**config.mk**
```make
export PLATFORM = sky130hd
export DESIGN_NAME = div_unit
export DESIGN_NICKNAME = d
export VERILOG_FILES = /design/src/rtl/div_pkg.sv /design/src/rtl/div_unit.sv
export SDC_FILE = /design/constraint.sdc
export NUM_CORES = 1
export LEC_CHECK = 0
export ABC_CLOCK_PERIOD_IN_PS = 3100
export BUFFER_PORTS_ARGS = -buffer_cell sky130_fd_sc_hd__buf_2
export CAP_MARGIN = 5
export CORE_ASPECT_RATIO = 1.2
export CORE_MARGIN = 1
export CORE_UTILIZATION = 27
export CTS_CLUSTER_DIAMETER = 60
export DETAILED_ROUTE_END_ITERATION = 16
export HOLD_SLACK_MARGIN = 0.1
export PLACE_DENSITY = 0.42
export SLEW_MARGIN = 20
export SYNTH_ARGS = -nofsm -noshare
export SYNTH_HDL_FRONTEND = slang
export SYNTH_SLANG_ARGS = --single-unit
```
**constraint.sdc**
```tcl
create_clock -name clk -period 3.1 [get_ports clk]
set_input_delay 0.62 -clock clk [delete_from_list [all_inputs] [get_ports clk]]
set_output_delay 0.62 -clock clk [all_outputs]
set_load 0.02 [all_outputs]
```
**src/rtl/div_pkg.sv**
```systemverilog
// Shared types and constants for the iterative RV32M divider.
package div_pkg;
  typedef enum logic [1:0] {
    DIV  = 2'b00,
    DIVU = 2'b01,
    REM  = 2'b10,
    REMU = 2'b11
  } div_op_t;

  typedef enum logic [1:0] {
    IDLE,
    CALC,
    FIX,
    DONE
  } div_state_t;

  localparam int          DIV_STEPS     = 32;
  localparam logic [31:0] DIV_BY_ZERO_Q = 32'hFFFF_FFFF;
endpackage

```
**src/rtl/div_unit.sv**
```systemverilog
// Radix-2 restoring divider for DIV/DIVU/REM/REMU; one quotient bit per cycle,
// holds the execute stage via busy and pulses done with a registered result.
module div_unit
  import div_pkg::*;
#(
  parameter int XLEN = 32
) (
  input  logic            clk,
  input  logic            rst_n,
  input  logic            start,
  input  logic [1:0]      op,
  input  logic [XLEN-1:0] a,
  input  logic [XLEN-1:0] b,
  input  logic            flush,
  output logic            busy,
  output logic            done,
  output logic [XLEN-1:0] result
);

  localparam logic [XLEN-1:0] INT_MIN = {1'b1, {(XLEN-1){1'b0}}};

  div_state_t      state;
  div_op_t         op_q;
  logic [4:0]      cnt;
  logic [XLEN-1:0] rem, dvd, dsr;
  logic            neg_q, neg_r;

  logic            sgn, neg_a, neg_b, b_zero, ovf;
  logic [XLEN-1:0] abs_a, abs_b, spec_res, q_fix, r_fix;
  logic [XLEN:0]   trial;

  always_comb begin
    sgn    = ~op[0];
    neg_a  = sgn & a[XLEN-1];
    neg_b  = sgn & b[XLEN-1];
    abs_a  = neg_a ? -a : a;
    abs_b  = neg_b ? -b : b;
    b_zero = (b == '0);
    ovf    = sgn && (a == INT_MIN) && (b == '1);
    if (op[1]) spec_res = b_zero ? a : '0;
    else       spec_res = b_zero ? DIV_BY_ZERO_Q : INT_MIN;
    // The full 32-bit remainder is shifted so divisors above 2^31 still work.
    trial  = {rem, dvd[XLEN-1]} - {1'b0, dsr};
    q_fix  = neg_q ? -dvd : dvd;
    r_fix  = neg_r ? -rem : rem;
  end

  always_ff @(posedge clk or negedge rst_n) begin
    if (!rst_n) begin
      state  <= IDLE;
      op_q   <= DIV;
      cnt    <= '0;
      rem    <= '0;
      dvd    <= '0;
      dsr    <= '0;
      neg_q  <= 1'b0;
      neg_r  <= 1'b0;
      busy   <= 1'b0;
      done   <= 1'b0;
      result <= '0;
    end else if (flush) begin
      state <= IDLE;
      busy  <= 1'b0;
      done  <= 1'b0;
    end else begin
      case (state)
        IDLE, DONE: begin
          done  <= 1'b0;
          state <= IDLE;
          if (start) begin
            op_q  <= div_op_t'(op);
            dvd   <= abs_a;
            dsr   <= abs_b;
            rem   <= '0;
            cnt   <= '0;
            neg_q <= neg_a ^ neg_b;
            neg_r <= neg_a;
            if (b_zero || ovf) begin
              result <= spec_res;
              done   <= 1'b1;
              state  <= DONE;
            end else begin
              busy  <= 1'b1;
              state <= CALC;
            end
          end
        end
        CALC: begin
          cnt <= cnt + 5'd1;
          if (!trial[XLEN]) rem <= trial[XLEN-1:0];
          else              rem <= {rem[XLEN-2:0], dvd[XLEN-1]};
          dvd <= {dvd[XLEN-2:0], ~trial[XLEN]};
          if (cnt == 5'(DIV_STEPS - 1)) state <= FIX;
        end
        FIX: begin
          result <= (op_q inside {REM, REMU}) ? r_fix : q_fix;
          busy   <= 1'b0;
          done   <= 1'b1;
          state  <= DONE;
        end
        default: state <= IDLE;
      endcase
    end
  end

endmodule
```
==> results of run 1 <==
-- cells in the final DEF (no fill, tap or decap), types with 6 or more instances in the layout --
cell and count:
sky130_fd_sc_hd__inv_1 52, sky130_fd_sc_hd__a22oi_1 20, sky130_fd_sc_hd__nand2_2 15, sky130_fd_sc_hd__and3_1 6
sky130_fd_sc_hd__a21o_1 18, sky130_fd_sc_hd__buf_4 183, sky130_fd_sc_hd__dfrtp_1 138, sky130_fd_sc_hd__o21ai_0 121
sky130_fd_sc_hd__clkbuf_16 17, sky130_fd_sc_hd__ha_1 37, sky130_fd_sc_hd__and2_1 6, sky130_fd_sc_hd__xnor2_1 64
sky130_fd_sc_hd__nand4_1 39, sky130_fd_sc_hd__or4_1 16, sky130_fd_sc_hd__a21oi_1 104, sky130_fd_sc_hd__o31ai_1 37
sky130_fd_sc_hd__nand2b_1 31, sky130_fd_sc_hd__o41ai_1 13, sky130_fd_sc_hd__or3_1 12, sky130_fd_sc_hd__or2_2 6
sky130_fd_sc_hd__nor3_1 23, sky130_fd_sc_hd__buf_2 102, sky130_fd_sc_hd__xor2_1 80, sky130_fd_sc_hd__nor4_1 12
sky130_fd_sc_hd__nor2_1 100, sky130_fd_sc_hd__o211ai_1 28, sky130_fd_sc_hd__nand2_1 216, sky130_fd_sc_hd__nor2b_1 8
sky130_fd_sc_hd__nand3_1 23, sky130_fd_sc_hd__o21ai_2 33, sky130_fd_sc_hd__o21a_1 7
-- report_power, final --
| part | switching, mW | internal, mW | total (mW) |
|---|---|---|---|
| logic | 4.19 | 2.85 | 7.04 |
| clock network | 0.861 | 1.51 | 2.37 |
| registers | 0.638 | 2.47 | 3.11 |
-- registers in the layout (all words and copies together), names as in the netlist --
signal and count:
result 32, cnt 5, state 2, dvd 32, done 1, neg_r 1, dsr 32, busy 1
rem 32, neg_q 1, op_q 1
-- cell usage after synthesis (all sizes together), types with 7 or more instances --
master  instances
inv            54
nand4          39
and2            9
buf            15
o41ai          13
nor3           24
dfrtp         140
nor2b           9
a22oi          20
a21o           18
xor2           80
or4            18
nand3          25
or3            16
nand2         231
and3            7
o31ai          39
a21oi         107
ha             41
o21a            7
nand2b         31
o21ai         160
xnor2          65
nor2          102
clkbuf         75
o211ai         28
nor4           15
-- metrics by stage --
stage | setup slack (ns) | utilization (%)
CTS | 0.0000318 | 35.1
finish | 0.0475 | 35.5
global placement | -0.867 | 33.3
detailed placement | -0.855 | 33.3
floorplan | -0.0625 | -
global route | -0.00835 | 35.5
-- per-layer routing --
layer	up-vias	wire, µm
li1	5667	-
met1	5272	18900
met2	218	19000
met3	45	1190
met4	0	994
met5	-	0
-- what timing repair did --
item                                    in CTS  in global routing
buffers inserted                             1                  3
gates cloned                                 0                  1
endpoints found under the setup margin      64                 63
gates resized for setup                     11                 32
hold buffers                                 0                  0
pin swaps                                    1                 14
-- worst max-delay path: cells and delay by family --
kind                   cells  cell delay, ns
buffers and inverters      2            0.30
AOI/OAI and AO/OA          3            0.58
and+or+nand+nor            5            1.86
-- layout make-up --
cell class / instances / share of cell area [%]
flip-flops and latches: 140 / 24.0
clock buffers: 21 / 3.29
inverters: 54 / 1.52
clock inverters: 11 / 1.28
well taps: 539 / 4.61
repair buffers: 294 / 13.8
multi-input cells: 1176 / 51.5
-- how the worst min path moves through the flow --
stage	from	to	slack (ns)	cells past startpoint
finish	rst_n	dvd[12]	0.12	1
global route	rst_n	dvd[11]	0.14	1
global placement	cnt[4]	cnt[4]	0.46	2
floorplan	rst_n	busy	0.32	0
detailed placement	cnt[4]	cnt[4]	0.46	2
CTS	rst_n	dvd[14]	0.12	1
-- cell families after synthesis --
group,share of synthesized area (%)
xor gates and xnor gates,11.2
AOI/OAI and AO/OA,24.9
adders and majority gates,4.69
muxes,0.364
and+or+nand+nor,22.8
buffers and inverters,5.25
DFF,30.8
==> metrics.log, run 1 <==
INFO  metric criticalPathCategory = in -> reg
INFO  metric vias = around 11000
INFO  metric core = 0.0411 mm²
INFO  metric clock_insertion_delay_worst_skew = 0.44 ns
INFO  metric design_power_total = 12.5 mW
INFO  metric filler_cell_count = 4407
INFO  metric grtUsageTotal = 19.1%
INFO  metric holdCritPathClass = in -> async
INFO  metric multiInputGateArea = 0.00752 mm²
INFO  metric synthesized_area_divided_by_synthesized_cell_count = 7.79 µm²
INFO  metric critical_path.max_fanout = 6
INFO  metric r2r_cells = 14
INFO  metric power.leakage = ~6.6 nW
INFO  metric dpl.hpwl = roughly 32000 µm
INFO  metric global_route.usage.met1 = around a quarter
INFO  metric routabilityCongestion = 0.879
INFO  metric design.die.area = 0.0429 mm²
INFO  metric ys_warn_count = 0
INFO  metric post_synth_num_cell_types = 68
INFO  metric route.antenna.remaining_nets = 0
INFO  metric tritoncts = done
INFO  metric max_slew.worst_pin.slew = 0.693 ns
INFO  metric top_cells_by_area_in_the_synthesized_netlist = sky130_fd_sc_hd__dfrtp_1, sky130_fd_sc_hd__nand2_1, sky130_fd_sc_hd__xor2_1
INFO  metric finish.instance_area = 0.0146 mm²
INFO  metric achievable-frequency = roughly 0.33 GHz
INFO  metric yosysTopAreaCellShare = between 30% and 40%
INFO  metric max-slew-margin-rel = between 50% and 60%
INFO  metric synth.yosys.seq_area_share = 30.8%
INFO  metric synth_largest_area_cell = sky130_fd_sc_hd__dfrtp_1
INFO  metric grt-busiest-layer = met2
INFO  metric setup_repair_after_global_routing_missed_its_margin = true
INFO  metric grt_use_met2 = 32.7%
INFO  metric start_kind = primary input
INFO  metric cts-htree-levels = 4
INFO  metric post-place-cells = 2198
INFO  metric hold_fails_final_rpt = 0
INFO  metric chipHeight = 227 µm
INFO  metric global_route.usage.met3 = 2.15%
INFO  metric num_io_pins = 104
INFO  metric worst_hold_slack = 0.124 ns
INFO  metric antenna-diode-count = 0
INFO  metric critical-path-max-stage-delay = approximately 0.42 ns
INFO  metric setup.worst_path.end_class = register
INFO  metric die_w = 189 µm
INFO  metric drcViolationCount = 0
INFO  metric r2r_setup_slack = about 0.13 ns
INFO  metric timing.critical_path.from = a[26]
INFO  metric largest_net_degree_at_the_start_of_global_routing = 75
INFO  metric avgRoutedWirePerCell = 18.0 µm
INFO  metric fin_setup_tns = 0 ns
INFO  metric cts_sinks = 140
INFO  metric synth-edff-count = 0
INFO  metric global_route_wire_length_before_repair = 63600 µm
INFO  metric grt_antenna_before_repair = 0
INFO  metric drt_iter0_drc = 584
INFO  metric run_status = completed
INFO  metric critical_path_arrival = 3.38 ns
INFO  metric final-max-slew-violation-count = 0
INFO  metric min_period = 3.05 ns
INFO  metric placement.cell_area = 0.0137 mm²
INFO  metric seqCellArea = 0.00351 mm²
INFO  metric max_cap_viol_count = 0
INFO  metric detail_route.wirelength = ~40000 µm
INFO  metric cpMaxStageDelayCell = sky130_fd_sc_hd__or3_4
INFO  metric regToRegStartpoint = dvd[31]
INFO  metric num_rows = 81
INFO  metric path_cells = buf_2, or3_4, or3_4, nor3_4, nand4_1, o21ai_2, a21oi_4, or3_4, buf_4, a21o_1
INFO  metric critical_path.reg2reg.endpoint = rem[30]
INFO  metric synth_ff_type = sky130_fd_sc_hd__dfrtp_1
INFO  metric critical_path.most_common_cell = sky130_fd_sc_hd__or3_4
INFO  metric period_utilisation_layout = 98.5%
INFO  metric cts.clk_slew.worst_paths = 0.06 ns
INFO  metric fin_nets = 1795
INFO  metric critical_path_required = 3.43 ns
INFO  metric detailedRoute.firstPassIterationCount = 5
INFO  metric total_congestion_overflow = 0
INFO  metric mappedNetlistNets = 1571
INFO  metric buffer_ports.inserted = around 100
INFO  metric setup_viol_count_final = 0
INFO  metric power_density = about 860 mW/mm²
INFO  metric clk_root_buffer_cell = sky130_fd_sc_hd__clkbuf_16
INFO  metric start_util = 27.6%
INFO  metric worst_setup_path_endpoint = result[14]
INFO  metric layout-area-overhead-vs-synth = 28.7%
INFO  metric netlist_instances = ~1500
INFO  metric skew = 0.00959 ns
INFO  metric async_reset_ff_share = 100%
INFO  metric cts-buffers-inserted = 17
INFO  metric grt_pass1_vias = around 11000
INFO  metric mappedNetlistArea = roughly 0.011 mm²
INFO  metric vias_per_cell = 5.01
INFO  metric max-clock-path-buffers = 2
INFO  metric ir_worst_vdd = 0.407 mV
INFO  metric synth.ff_latch_count = 140
INFO  metric post_layout_nonfiller_instances = 2235
INFO  metric final_layout_size_suffix_gt1_share = about a quarter
Power figures use the tool's default switching activity.
==> inputs of run 2 (changes only) <==
CTS_BUF_LIST = sky130_fd_sc_hd__clkbuf_4   (was not set)
==> run 2 against run 1 <==
Compared with the run above:
- maximum frequency rose by 1.6%
- clock-buffer cell count down 4
- power shrank 7.9%
- non-clock buffer count increased by 1
- wire length decreased by 0.94%
- worst hold slack better by 0.15 ns
- first-iteration DRC count is 0.86% lower
- critical path depth rose by 1
- clock skew up 0.015 ns
- via count is essentially flat
==> metrics.log, run 2 (synthesis gave the netlist of run 1 again) <==
INFO  metric drt_iter0_drc = slightly below 600
INFO  metric core = between 0.04 and 0.05 mm²
INFO  metric final_layout_size_suffix_gt1_share = 24.5%
INFO  metric power_frac_comb = 60.5%
INFO  metric max_cap_viol_count = 0
INFO  metric fin_setup_tns = 0 ns
INFO  metric largest_net_degree_at_the_start_of_global_routing = 75
INFO  metric mostFrequentLayoutCell = sky130_fd_sc_hd__nand2_1
INFO  metric run_status = completed
INFO  metric num_rows = 81
INFO  metric cts.clk_slew.worst_paths = 0.13 ns
INFO  metric critical_path_arrival = roughly 3.5 ns
INFO  metric start_kind = primary input
INFO  metric route.antenna.remaining_nets = 0
INFO  metric total_congestion_overflow = 0
INFO  metric worst_hold_path.num_cells = 2
INFO  metric detailedRoute.firstPassIterationCount = 5
INFO  metric max_slew.worst_pin.slew = about 0.71 ns
INFO  metric cts-htree-levels = 4
INFO  metric max-slew-margin-rel = around 53%
INFO  metric chipHeight = between 200 and 250 µm
INFO  metric cts-buffers-inserted = 17
INFO  metric die_w = between 150 and 200 µm
INFO  metric p_seq_share = 26.9%
INFO  metric clk_root_buffer_cell = sky130_fd_sc_hd__clkbuf_4
INFO  metric tritoncts = done
INFO  metric global_route_wire_length_before_repair = 63500 µm
INFO  metric design.die.area = 0.0429 mm²
INFO  metric cts_sinks = 140
INFO  metric fin_nets = 1795
INFO  metric routabilityCongestion = between 0.8 and 0.9
INFO  metric power.switching = roughly 5.5 mW
INFO  metric grtUsageTotal = 19.1%
INFO  metric vias = 11200
INFO  metric min_delay_worst_endpoint = done
INFO  metric hold_path.startpoint = flush
INFO  metric avgRoutedWirePerCell = 17.8 µm
INFO  metric dpl.hpwl = between 30000 and 40000 µm
INFO  metric filler_cell_count = ~4500
INFO  metric power.leakage = 6.40 nW
INFO  metric r2r_cells = 15
INFO  metric power_density = 809 mW/mm²
INFO  metric num_io_pins = 104
INFO  metric critical_path_required = 3.59 ns
INFO  metric vias_per_cell = 5.01
INFO  metric regToRegStartpoint = dvd[31]
INFO  metric setup_viol_count_final = 0
INFO  metric buffer_ports.inserted = 103
INFO  metric layout.cells.most_common_list = sky130_fd_sc_hd__nand2_1, sky130_fd_sc_hd__buf_4, sky130_fd_sc_hd__dfrtp_1, sky130_fd_sc_hd__o21ai_0, sky130_fd_sc_hd__a21oi_1
INFO  metric critical_path.max_fanout = 14
INFO  metric grt_antenna_before_repair = 2
INFO  metric achievable-frequency = 0.333 GHz
INFO  metric setup.worst_path.end_class = register
INFO  metric layout-area-overhead-vs-synth = 25.4%
INFO  metric grt_pass1_vias = 11200
INFO  metric detail_route.wirelength = slightly below 40000 µm
INFO  metric min_period = 3.01 ns
INFO  metric power.share.clock = 12.6%
INFO  metric drcViolationCount = 0
INFO  metric start_util = approximately 28%
INFO  metric ir_worst_vdd = 0.259 mV
INFO  metric cellInternalPower = 5.99 mW
INFO  metric hold_fails_final_rpt = 0
INFO  metric period_utilisation_layout = a little over nine tenths
INFO  metric switching_share = 48.1%
INFO  metric critical_path.reg2reg.endpoint = rem[27]
INFO  metric criticalPathCategory = in -> reg
INFO  metric final-max-slew-violation-count = 0
INFO  metric clock_insertion_delay_worst_skew = 0.60 ns
INFO  metric design_power_total = 11.5 mW
INFO  metric holdCritPathClass = in -> reg
INFO  metric r2r_setup_slack = 0.14 ns
INFO  metric max-clock-path-buffers = 2
INFO  metric skew = between 0.02 and 0.025 ns
## run 2: final cells by class
cell class                 instances  area [µm²]  share of cell area (%)
timing repair buffer             295        2020                    14.1
inverter                          54         223                    1.56
sequential                       140        3510                    24.6
tap                              539         674                    4.73
multi-input combinational       1175        7490                    52.6
clock inverter                    15         203                    1.42
antenna                            2        5.00                  0.0351
clock buffer                      17         128                   0.896
## run 2: stage by stage
step / instance area [µm²] / hold WS (ns) / std cells / util, % / worst slack [ns]
2_1_floorplan: 11400 / 0.324 / 1459 / - / -0.0625
3_3_place_gp: 13700 / 0.456 / 2198 / 33.3 / -0.867
3_5_place_dp: 13700 / 0.463 / 2198 / 33.3 / -0.855
4_1_cts: 14100 / 0.219 / 2232 / 34.3 / 0.000802
5_1_grt: 14200 / 0.203 / 2237 / 34.6 / -0.00747
6_report: 14200 / 0.270 / 2237 / 34.6 / 0.0949
## run 2: worst max-delay path by stage
stage / start / end / slack, ns
after global placement: a[26] / result[24] / -0.87
after global routing: dvd[31] / rem[27] / -0.007
final: a[26] / result[28] / 0.09
after detailed placement: a[26] / result[28] / -0.86
after CTS: rem[16] / result[26] / 0.0008
after floorplan: a[1] / result[18] / -0.06
## run 2: critical path: stages
cell and delay (ns):
sky130_fd_sc_hd__buf_2 0.13, sky130_fd_sc_hd__or3_1 0.42, sky130_fd_sc_hd__or3_1 0.41, sky130_fd_sc_hd__nor3_4 0.29, sky130_fd_sc_hd__nand4_1 0.40, sky130_fd_sc_hd__o21ai_2 0.29
sky130_fd_sc_hd__a21oi_2 0.08, sky130_fd_sc_hd__or3_4 0.49, sky130_fd_sc_hd__buf_4 0.21, sky130_fd_sc_hd__nand2_1 0.09, sky130_fd_sc_hd__o21ai_2 0.05
## run 2: metal layers
metal / wire length (µm) / global-route usage [%]
met4: 815 / 5.31
met2: 19000 / 33.1
met5: 0 / 0
met1: 18800 / 24.8
met3: 1120 / 2.29
## run 2: what timing repair did
action | in CTS | in global routing
hold buffers | 1 | 0
pin swaps | 2 | 11
endpoints found under the setup margin | 64 | 43
gates resized for setup | 9 | 26
buffers inserted | 1 | 3
hold endpoints to repair | 36 | 0
cloned | 0 | 0
## run 2: power by group through the flow
stage | combinational [mW] | clock, mW | sequential [mW]
global route | 7.76 | 1.57 | 3.19
finish | 6.97 | 1.45 | 3.10
CTS | 6.88 | 1.50 | 3.09
detailed placement | 6.82 | 0 | 3.14
floorplan | 4.29 | 0 | 3.15
global placement | 6.81 | 0 | 3.12
==> inputs of run 3 (changes only) <==
ABC_CLOCK_PERIOD_IN_PS = 3200   (was 3100)
PLACE_DENSITY = 0.41   (was 0.42)
clock period = 3.2 ns   (was 3.1 ns; I/O delays follow)
==> run 3 against run 2 <==
Compared with the run above:
- via count shrank 0.71%
- final cell count is 0.76% lower
- critical path depth is the same
- worst setup slack got worse by 0.0071 ns
- wire length increased by 0.37%
- clock power fell by 12%
- flip-flop and latch count stayed put
- non-clock buffer count decreased by 15
- critical endpoint is now result[14]
- largest cell class unchanged
- largest power group unchanged
- highest routed layer unchanged
==> metrics.log, run 3 (synthesis gave the netlist of run 1 again) <==
INFO  metric run_status = completed
INFO  metric finalCoreUtilization = 34.1%
INFO  metric final-max-slew-violation-count = 0
INFO  metric drt_iter0_drc = 686
INFO  metric grt_antenna_before_repair = 1
INFO  metric hold_fails_final_rpt = 0
INFO  metric critical_path.most_common_cell = sky130_fd_sc_hd__or3_1
INFO  metric cts_sinks = 140
INFO  metric power_density = between 700 and 800 mW/mm²
INFO  metric power.leakage = around 6.3 nW
INFO  metric layout.cells.most_common_list = sky130_fd_sc_hd__nand2_1, sky130_fd_sc_hd__buf_4, sky130_fd_sc_hd__dfrtp_1, sky130_fd_sc_hd__o21ai_0, sky130_fd_sc_hd__a21oi_1
INFO  metric fin_setup_tns = 0 ns
INFO  metric critical-path-top-delay-family = simple AND/OR/NAND/NOR gates
INFO  metric skew = 0.0225 ns
INFO  metric tritoncts = done
INFO  metric critical_path_required = 3.77 ns
INFO  metric critical-path-max-stage-delay = 0.52 ns
INFO  metric critical_path.max_fanout = 64
INFO  metric placement.cell_area = 0.0136 mm²
INFO  metric layout-area-overhead-vs-synth = 23.4%
INFO  metric grtUsageTotal = 19.1%
INFO  metric min_period = 3.11 ns
INFO  metric vias_per_cell = 5.01
INFO  metric routabilityCongestion = 0.831
INFO  metric start_util = 27.6%
INFO  metric detailedRoute.firstPassIterationCount = 7
INFO  metric critical_path_arrival = 3.69 ns
INFO  metric worstPathBufferInverterCount = 2
INFO  metric cts_post_setup_buffers_inserted = 0
INFO  metric setup.worst_path.end_class = register
INFO  metric vias = between 10000 and 15000
INFO  metric num_io_pins = 104
INFO  metric num_rows = 81
INFO  metric drcViolationCount = 0
INFO  metric global_route_wire_length_before_repair = 62200 µm
INFO  metric max-clock-path-buffers = 2
INFO  metric dpl.hpwl = 32100 µm
INFO  metric fin_nets = 1780
INFO  metric cpMaxStageDelayCell = sky130_fd_sc_hd__or3_2
INFO  metric core = 0.0411 mm²
INFO  metric max_cap_viol_count = 0
INFO  metric final_layout_size_suffix_gt1_share = 23.5%
INFO  metric cts-htree-levels = 4
INFO  metric route.antenna.remaining_nets = 0
INFO  metric start_kind = primary input
INFO  metric mostFrequentLayoutCell = sky130_fd_sc_hd__nand2_1
INFO  metric detail_route.wirelength = 39900 µm
INFO  metric setup_viol_count_final = 0
INFO  metric holdCritPathClass = in -> reg
INFO  metric buffer_ports.inserted = 103
INFO  metric design.die.area = between 0.04 and 0.05 mm²
INFO  metric path_cells = buf_2, or3_1, or3_1, nor3_4, nand4_1, o21ai_2, a21oi_2, or3_2, buf_12, a21oi_1, a21o_1
INFO  metric cts.clk_slew.worst_paths = ~0.13 ns
INFO  metric chipHeight = 227 µm
INFO  metric clock_insertion_delay_worst_skew = 0.64 ns
INFO  metric grt_pass1_vias = 10900
INFO  metric die_w = about 190 µm
INFO  metric ir_worst_vdd = about 0.37 mV
INFO  metric max-slew-margin-rel = 32.4%
INFO  metric largest_net_degree_at_the_start_of_global_routing = 68
INFO  metric clk_root_buffer_cell = sky130_fd_sc_hd__clkbuf_4
INFO  metric max_slew.worst_pin.slew = 1.01 ns
INFO  metric finish.instance_area = 0.0140 mm²
INFO  metric cts-buffers-inserted = 17
INFO  metric period_utilisation_layout = 97.3%
INFO  metric achievable-frequency = 0.321 GHz
INFO  metric criticalPathCategory = in -> reg
INFO  metric total_congestion_overflow = 0
INFO  metric avgRoutedWirePerCell = roughly 18 µm
-- run 3: cell types whose count changed in the layout (fill, tap and decap cells not counted), sizes merged --
cell	before	now
diode	2	1
clkbuf	17	21
clkinvlp	3	0
bufinv	5	3
buf	294	279
-- run 3: what timing repair did --
action                                  in CTS  in global routing
hold endpoints to repair                    60                  0
pin swaps                                    0                  5
endpoints found under the setup margin      53                 38
resized for setup                            4                 22
hold buffers                                 1                  0
-- run 3: through the flow --
step | total power, mW | cells | setup slack [ns] | hold WS (ns)
2_1_floorplan | 7.20 | 1459 | 0.00235 | 0.344
5_1_grt | 11.7 | 2220 | -0.0211 | 0.178
3_3_place_gp | 9.40 | 2187 | -0.912 | 0.457
6_report | 10.8 | 2220 | 0.0878 | 0.230
4_1_cts | 10.8 | 2219 | 0.0160 | 0.164
3_5_place_dp | 9.45 | 2187 | -0.917 | 0.464
-- run 3: area by class of cell --
class                      instances  area (µm²)
tap                              539         674
clock inverter                    10         125
antenna                            1        2.50
multi-input combinational       1175        7430
sequential                       140        3510
clock buffer                      21         158
fill                            4497       27100
timing repair buffer             280        1910
inverter                          54         208
-- run 3: final timing paths --
kind | from | end | slack, ns | depth (start not counted)
min | flush | state[0] | 0.23 | 2
max in group asynchronous | rst_n | result[26] | 1.83 | 3
max | a[26] | result[14] | 0.09 | 11
min in group asynchronous | rst_n | result[15] | 0.57 | 2
min reg2reg | result[6] | result[6] | 0.49 | 2
max reg2reg | dsr[0] | rem[1] | 0.10 | 12
-- run 3: metal layers --
metal  vias to the layer above  track usage (%)  routed length [µm]
li1                       5621                -                   -
met1                      5193             24.6               18600
met2                       249             31.7               18500
met3                        55             2.34                1400
met4                         0             8.71                1390
met5                         -                0                   0
-- run 3: where the power goes --
group,leakage [nW],internal [mW],total [mW],switching [mW]
Sequential,1.83,2.38,3.02,0.636
Combinational,4.32,2.54,6.47,3.93
Clock,0.166,0.562,1.27,0.710
Total,6.32,5.48,10.8,5.28
